[src/rtl/memory_stage.sv]
// Memory pipeline stage: issues loads/stores over a valid/ready bus and holds the result for write-back.
// Optional misaligned-access trap enabled by defining MEMORY_STAGE_MISALIGN_TRAP_EN.
module memory_stage #(
    parameter int XLEN = 32
) (
    input  logic            clk,
    input  logic            rst_n,
    input  logic            in_valid,
    output logic            in_ready,
    input  logic [XLEN-1:0] valE,
    input  logic [XLEN-1:0] valS,
    input  logic            mem_read_en,
    input  logic            mem_write_en,
    input  logic [2:0]      mem_width,
    input  logic [4:0]      rd_in,
    input  logic            wb_en_in,
    output logic            dmem_req_valid,
    input  logic            dmem_req_ready,
    output logic [XLEN-1:0] dmem_addr,
    output logic            dmem_we,
    output logic [3:0]      dmem_wstrb,
    output logic [XLEN-1:0] dmem_wdata,
    input  logic            dmem_rsp_valid,
    input  logic [XLEN-1:0] dmem_rdata,
    output logic            out_valid,
    input  logic            out_ready,
    output logic [XLEN-1:0] valM,
    output logic [XLEN-1:0] valE_out,
    output logic [4:0]      rd_out,
    output logic            wb_en_out,
    output logic            misalign
);
    localparam logic [1:0] S_IDLE = 2'd0;
    localparam logic [1:0] S_REQ  = 2'd1;
    localparam logic [1:0] S_WAIT = 2'd2;

    function automatic logic [3:0] store_strb(input logic [2:0] w, input logic [1:0] off);
        case (w[1:0])
            2'b00:   store_strb = 4'b0001 << off;
            2'b01:   store_strb = 4'b0011 << {off[1], 1'b0};
            default: store_strb = 4'b1111;
        endcase
    endfunction

    function automatic logic [31:0] store_data(input logic [2:0] w, input logic [31:0] s);
        case (w[1:0])
            2'b00:   store_data = {4{s[7:0]}};
            2'b01:   store_data = {2{s[15:0]}};
            default: store_data = s;
        endcase
    endfunction

    function automatic logic [31:0] load_ext(input logic [2:0] w, input logic [1:0] off,
                                             input logic [31:0] rdata);
        logic [7:0]  b;
        logic [15:0] h;
        b = rdata[{off, 3'b000} +: 8];
        h = rdata[{off[1], 4'b0000} +: 16];
        case (w)
            3'b000:  load_ext = {{24{b[7]}}, b};
            3'b001:  load_ext = {{16{h[15]}}, h};
            3'b100:  load_ext = {24'd0, b};
            3'b101:  load_ext = {16'd0, h};
            default: load_ext = rdata;
        endcase
    endfunction

    logic [1:0]      state_q, state_d;
    logic            out_valid_q, out_valid_d;
    logic [XLEN-1:0] valM_q, valM_d;
    logic [XLEN-1:0] valE_out_q, valE_out_d;
    logic [4:0]      rd_out_q, rd_out_d;
    logic            wb_en_out_q, wb_en_out_d;
    logic            misalign_q, misalign_d;
    logic [XLEN-1:0] addr_q, addr_d;
    logic            we_q, we_d;
    logic [3:0]      wstrb_q, wstrb_d;
    logic [XLEN-1:0] wdata_q, wdata_d;
    logic [XLEN-1:0] lat_valE_q, lat_valE_d;
    logic [2:0]      lat_width_q, lat_width_d;
    logic [4:0]      lat_rd_q, lat_rd_d;
    logic            lat_wb_q, lat_wb_d;

    logic accept, is_mem, trap;

    assign in_ready = (state_q == S_IDLE) && (!out_valid_q || out_ready);
    assign accept   = in_valid && in_ready;
    assign is_mem   = mem_read_en || mem_write_en;

`ifdef MEMORY_STAGE_MISALIGN_TRAP_EN
    assign trap = is_mem && (((mem_width[1:0] == 2'b01) && valE[0]) ||
                             ((mem_width == 3'b010) && (valE[1:0] != 2'b00)));
`else
    assign trap = 1'b0;
`endif

    always_comb begin
        state_d     = state_q;
        out_valid_d = out_valid_q;
        valM_d      = valM_q;
        valE_out_d  = valE_out_q;
        rd_out_d    = rd_out_q;
        wb_en_out_d = wb_en_out_q;
        misalign_d  = misalign_q;
        addr_d      = addr_q;
        we_d        = we_q;
        wstrb_d     = wstrb_q;
        wdata_d     = wdata_q;
        lat_valE_d  = lat_valE_q;
        lat_width_d = lat_width_q;
        lat_rd_d    = lat_rd_q;
        lat_wb_d    = lat_wb_q;

        if (out_valid_q && out_ready) begin
            out_valid_d = 1'b0;
            misalign_d  = 1'b0;
        end

        case (state_q)
            S_IDLE: begin
                if (accept && (!is_mem || trap)) begin
                    // Non-memory and trapped ops complete directly from IDLE.
                    out_valid_d = 1'b1;
                    valM_d      = '0;
                    valE_out_d  = valE;
                    rd_out_d    = rd_in;
                    wb_en_out_d = wb_en_in && !trap;
                    misalign_d  = trap;
                end else if (accept) begin
                    state_d     = S_REQ;
                    addr_d      = {valE[XLEN-1:2], 2'b00};
                    we_d        = mem_write_en;
                    wstrb_d     = mem_write_en ? store_strb(mem_width, valE[1:0]) : 4'b0000;
                    wdata_d     = mem_write_en ? store_data(mem_width, valS) : '0;
                    lat_valE_d  = valE;
                    lat_width_d = mem_width;
                    lat_rd_d    = rd_in;
                    lat_wb_d    = wb_en_in;
                end
            end
            S_REQ: begin
                if (dmem_req_ready) state_d = S_WAIT;
            end
            S_WAIT: begin
                if (dmem_rsp_valid) begin
                    state_d     = S_IDLE;
                    out_valid_d = 1'b1;
                    valM_d      = we_q ? '0 : load_ext(lat_width_q, lat_valE_q[1:0], dmem_rdata);
                    valE_out_d  = lat_valE_q;
                    rd_out_d    = lat_rd_q;
                    wb_en_out_d = lat_wb_q;
                    misalign_d  = 1'b0;
                end
            end
            default: state_d = S_IDLE;
        endcase
    end

    always_ff @(posedge clk or negedge rst_n) begin
        if (!rst_n) begin
            state_q     <= S_IDLE;
            out_valid_q <= 1'b0;
            valM_q      <= '0;
            valE_out_q  <= '0;
            rd_out_q    <= '0;
            wb_en_out_q <= 1'b0;
            misalign_q  <= 1'b0;
            addr_q      <= '0;
            we_q        <= 1'b0;
            wstrb_q     <= '0;
            wdata_q     <= '0;
            lat_valE_q  <= '0;
            lat_width_q <= '0;
            lat_rd_q    <= '0;
            lat_wb_q    <= 1'b0;
        end else begin
            state_q     <= state_d;
            out_valid_q <= out_valid_d;
            valM_q      <= valM_d;
            valE_out_q  <= valE_out_d;
            rd_out_q    <= rd_out_d;
            wb_en_out_q <= wb_en_out_d;
            misalign_q  <= misalign_d;
            addr_q      <= addr_d;
            we_q        <= we_d;
            wstrb_q     <= wstrb_d;
            wdata_q     <= wdata_d;
            lat_valE_q  <= lat_valE_d;
            lat_width_q <= lat_width_d;
            lat_rd_q    <= lat_rd_d;
            lat_wb_q    <= lat_wb_d;
        end
    end

    assign dmem_req_valid = (state_q == S_REQ);
    assign dmem_addr      = addr_q;
    assign dmem_we        = we_q;
    assign dmem_wstrb     = wstrb_q;
    assign dmem_wdata     = wdata_q;
    assign out_valid      = out_valid_q;
    assign valM           = valM_q;
    assign valE_out       = valE_out_q;
    assign rd_out         = rd_out_q;
    assign wb_en_out      = wb_en_out_q;
    assign misalign       = misalign_q;
endmodule

[config.mk]
export PLATFORM = sky130hd
export DESIGN_NAME = memory_stage
export DESIGN_NICKNAME = d
export VERILOG_FILES = /design/src/rtl/memory_stage.sv
export SDC_FILE = /design/constraint.sdc
export NUM_CORES = 1
export LEC_CHECK = 0
export BUFFER_PORTS_ARGS = -buffer_cell sky130_fd_sc_hd__buf_2
export CAP_MARGIN = 20
export CORE_AREA = 3 3 124 138
export CTS_BUF_LIST = sky130_fd_sc_hd__clkbuf_8
export DETAILED_ROUTE_END_ITERATION = 16
export DIE_AREA = 0 0 127 141
export GPL_TIMING_DRIVEN = 0
export MAX_ROUTING_LAYER = met4
export PLACE_DENSITY = 0.75
export SYNTH_ARGS = -nofsm -noshare
export SYNTH_HDL_FRONTEND = slang
export SYNTH_SLANG_ARGS = --single-unit
[constraint.sdc]
create_clock -name clk -period 1.86 [get_ports clk]
set_input_delay 0.279 -clock clk [delete_from_list [all_inputs] [get_ports clk]]
set_output_delay 0.279 -clock clk [all_outputs]
set_load 0.01 [all_outputs]
==> reports/results.ini <==
[outcome]
status = finished, final reports clean

[critical_path]
startpoint_type = flip-flop
cp-end-kind = flip-flop
slowest_delay_ns = 0.47
path_cells = or2_4, o31ai_4, buf_12, buf_4, mux2_2
reg2regPathDepth = 5
critPathSlowestCell = dfrtp_2
critPathMaxFanout = 10
arrival_ns = 2.15
path_class = flip-flop to flip-flop
crit_required_ns = 2.20

[global_route]
first_global_vias = 6232
overflow = 0
grt_max_degree = 92
antenna_found_initial = 1
grt_util_all_layers = 0.233
grt_pass1_wl_um = 32300

[timing]
period_share = 0.977
final.setup.tns_ns = 0
slew_headroom = 0.369
setup_violations = 0
hold_violations = 0
skew_ns = 0.0136
rsz0062_at_grt = yes
finalCriticalPeriod_ns = 1.82
tightest_slew_ns = 0.943
final_max_slew_viol_count = 0
setup_ws_ns = 0.0436
max_freq_mhz = 551

[route]
first_iter_violations = 403
wl_um = 20300
routed_via_density = 5.48
vias = 6022
ant_nets = 0
wl_per_cell_um = 18.5
firstDrtPassIters = 6
drc_errors = 0

[placement]
dp_hpwl_um = 14900
dpl_cell_area_um2 = 8940
io_buffers = 253
dpl_worst_slack_ns = -0.441
finalWeightedCongestion = 0.826

[die]
die_w_um = 127
start_util = 0.469
rows = 48
core-area_um2 = 15700
die_area_um2 = 17900
pin_count = 256
die_height_um = 141

[final_layout]
final_common_cell = buf_2
stdcell_area_um2 = 9650
drive_gt1_frac = 0.559
nFillCells = 1336
final-seq-area_um2 = 3810
nNetsFinal = 998
multi_input_area_um2 = 3140
area_growth_pct = 30.7
layout_common_cells = 256 x buf_2, 150 x dfrtp_1, 124 x mux2_2

[synthesis]
yosysSeqAreaShare = 0.515
ys_seq_elements = 152
yosys_warnings = 0
synthFlopType = dfrtp_1
ys_top_cells_by_area = dfrtp_1 52%, mux2_2 19%, buf_4 3.7%
yosys.area.top_type_share = 0.515
yosys.area.top_type = dfrtp_1
async_reset_ff_frac = 1.00
avgSynthCellArea_um2 = 12.3
synth_edf_count = 0
syn-instance-count = 601
synth.distinct_cells = 42
netlist_area_um2 = 7380

[pwr]
power.total_mw = 16.3
power_density_nw_per_um2 = 1680
p_leak_nw = 4.66
ir_worst_vdd_mv = 0.938

[clock_tree]
clk_latency_ns = 0.45
clkTransAtPathRegs_ns = 0.08
cts_buffers = 17
root_buffer = clkbuf_8
cts_tree = built
htreeDepth = 4
clock_path_buffers = 2
cts.sinks = 152

[run]
cap_violations = 0

[worst_hold_path]
worstHoldPathCells = 2
hold_path.class = input port to flip-flop

synthesized netlist by cell type (all sizes together) (3+ instances only):
cell type,number
nor2,13
o221ai,23
clkbuf,34
o31ai,8
mux2,125
mux2i,25
inv,27
a22o,18
nand3,23
buf,44
o2111ai,8
nand2b,4
o21ai,11
o311ai,8
a21oi,3
nor3b,9
o21a,8
dfrtp,152
o2bb2ai,20
nand4,8
nand2,11
area by class of cell:
cell class / count / area share
Sequential cell: 152 / 0.394
Multi-Input combinational cell: 345 / 0.326
Timing Repair Buffer: 265 / 0.145
Buffer: 77 / 0.0510
Clock buffer: 20 / 0.0285
Tap cell: 200 / 0.0259
Clock inverter: 12 / 0.0180
Inverter: 27 / 0.0105
Antenna cell: 1 / 0.000259
layer usage:
layer | GRT usage | share of wire
met3 | 0.0633 | 0.080
met5 | - | 0
met1 | 0.290 | 0.41
met2 | 0.372 | 0.49
met4 | 0.0706 | 0.017
flip-flops by register name (all words and copies together) (netlist names):
register     cells
dmem_wdata      32
lat_valE_q      32
valE_out        32
valM            32
lat_rd_q         5
rd_out           5
dmem_wstrb       4
lat_width_q      3
state_q          2
dmem_we          1
lat_wb_q         1
misalign         1
out_valid        1
wb_en_out        1
critical path, delay by kind of cell (launching register included):
kind	cells	cell delay, ns
DFF	1	0.47
buffers and inverters	2	0.37
muxes	1	0.36
and+or+nand+nor	1	0.29
AOI/OAI and AO/OA	1	0.21
what timing repair did:
action                     in CTS  in global routing
pin swaps                       1                  2
hold endpoints to repair       61                  0
gates resized for setup        34                 28
hold buffers                    1                  0
buffers inserted                2                  8
setup endpoints to repair     132                117
cloned                          0                  0
kinds of logic (layout without fill, tap and decap cells):
| logic type | count (synthesis) | in the layout | synth area share |
|---|---|---|---|
| other | 1 | 3 | 0.000508 |
| flip-flops | 152 | 152 | 0.515 |
| multiplexers | 151 | 151 | 0.228 |
| AO/OA/AOI/OAI | 112 | 112 | 0.125 |
| AND/OR/NAND/NOR | 80 | 80 | 0.0591 |
| buffers and inverters | 105 | 401 | 0.0725 |
stage by stage:
step / hold slack (ns) / utilization / cells
global route: 0.00526 / 0.613 / 1099
detailed placement: 0.305 / 0.568 / 1056
finish: 0.0347 / 0.613 / 1099
CTS: 0.00823 / 0.606 / 1091
global placement: 0.468 / 0.566 / 1055
floorplan: -0.0166 / - / 602
report_power, final:
part	total [mW]	switching, mW	leakage, nW	internal [mW]
clock network	2.83	1.27	0.228	1.57
registers	5.80	0.928	1.89	4.87
logic	7.62	3.69	2.54	3.92
path summary, 6_finish.rpt:
kind | endpoint | slack (ns) | startpoint
max in group asynchronous | state_q[1] | 0.61 | rst_n
min reg2reg | dmem_wdata[12] | 0.49 | dmem_wdata[12]
min in group asynchronous | lat_valE_q[10] | 0.37 | rst_n
min | state_q[0] | 0.03 | dmem_req_ready
max reg2reg | valE_out[9] | 0.04 | state_q[0]
max | valE_out[9] | 0.04 | state_q[0]
Note: power is estimated with default switching activity, not from simulation.
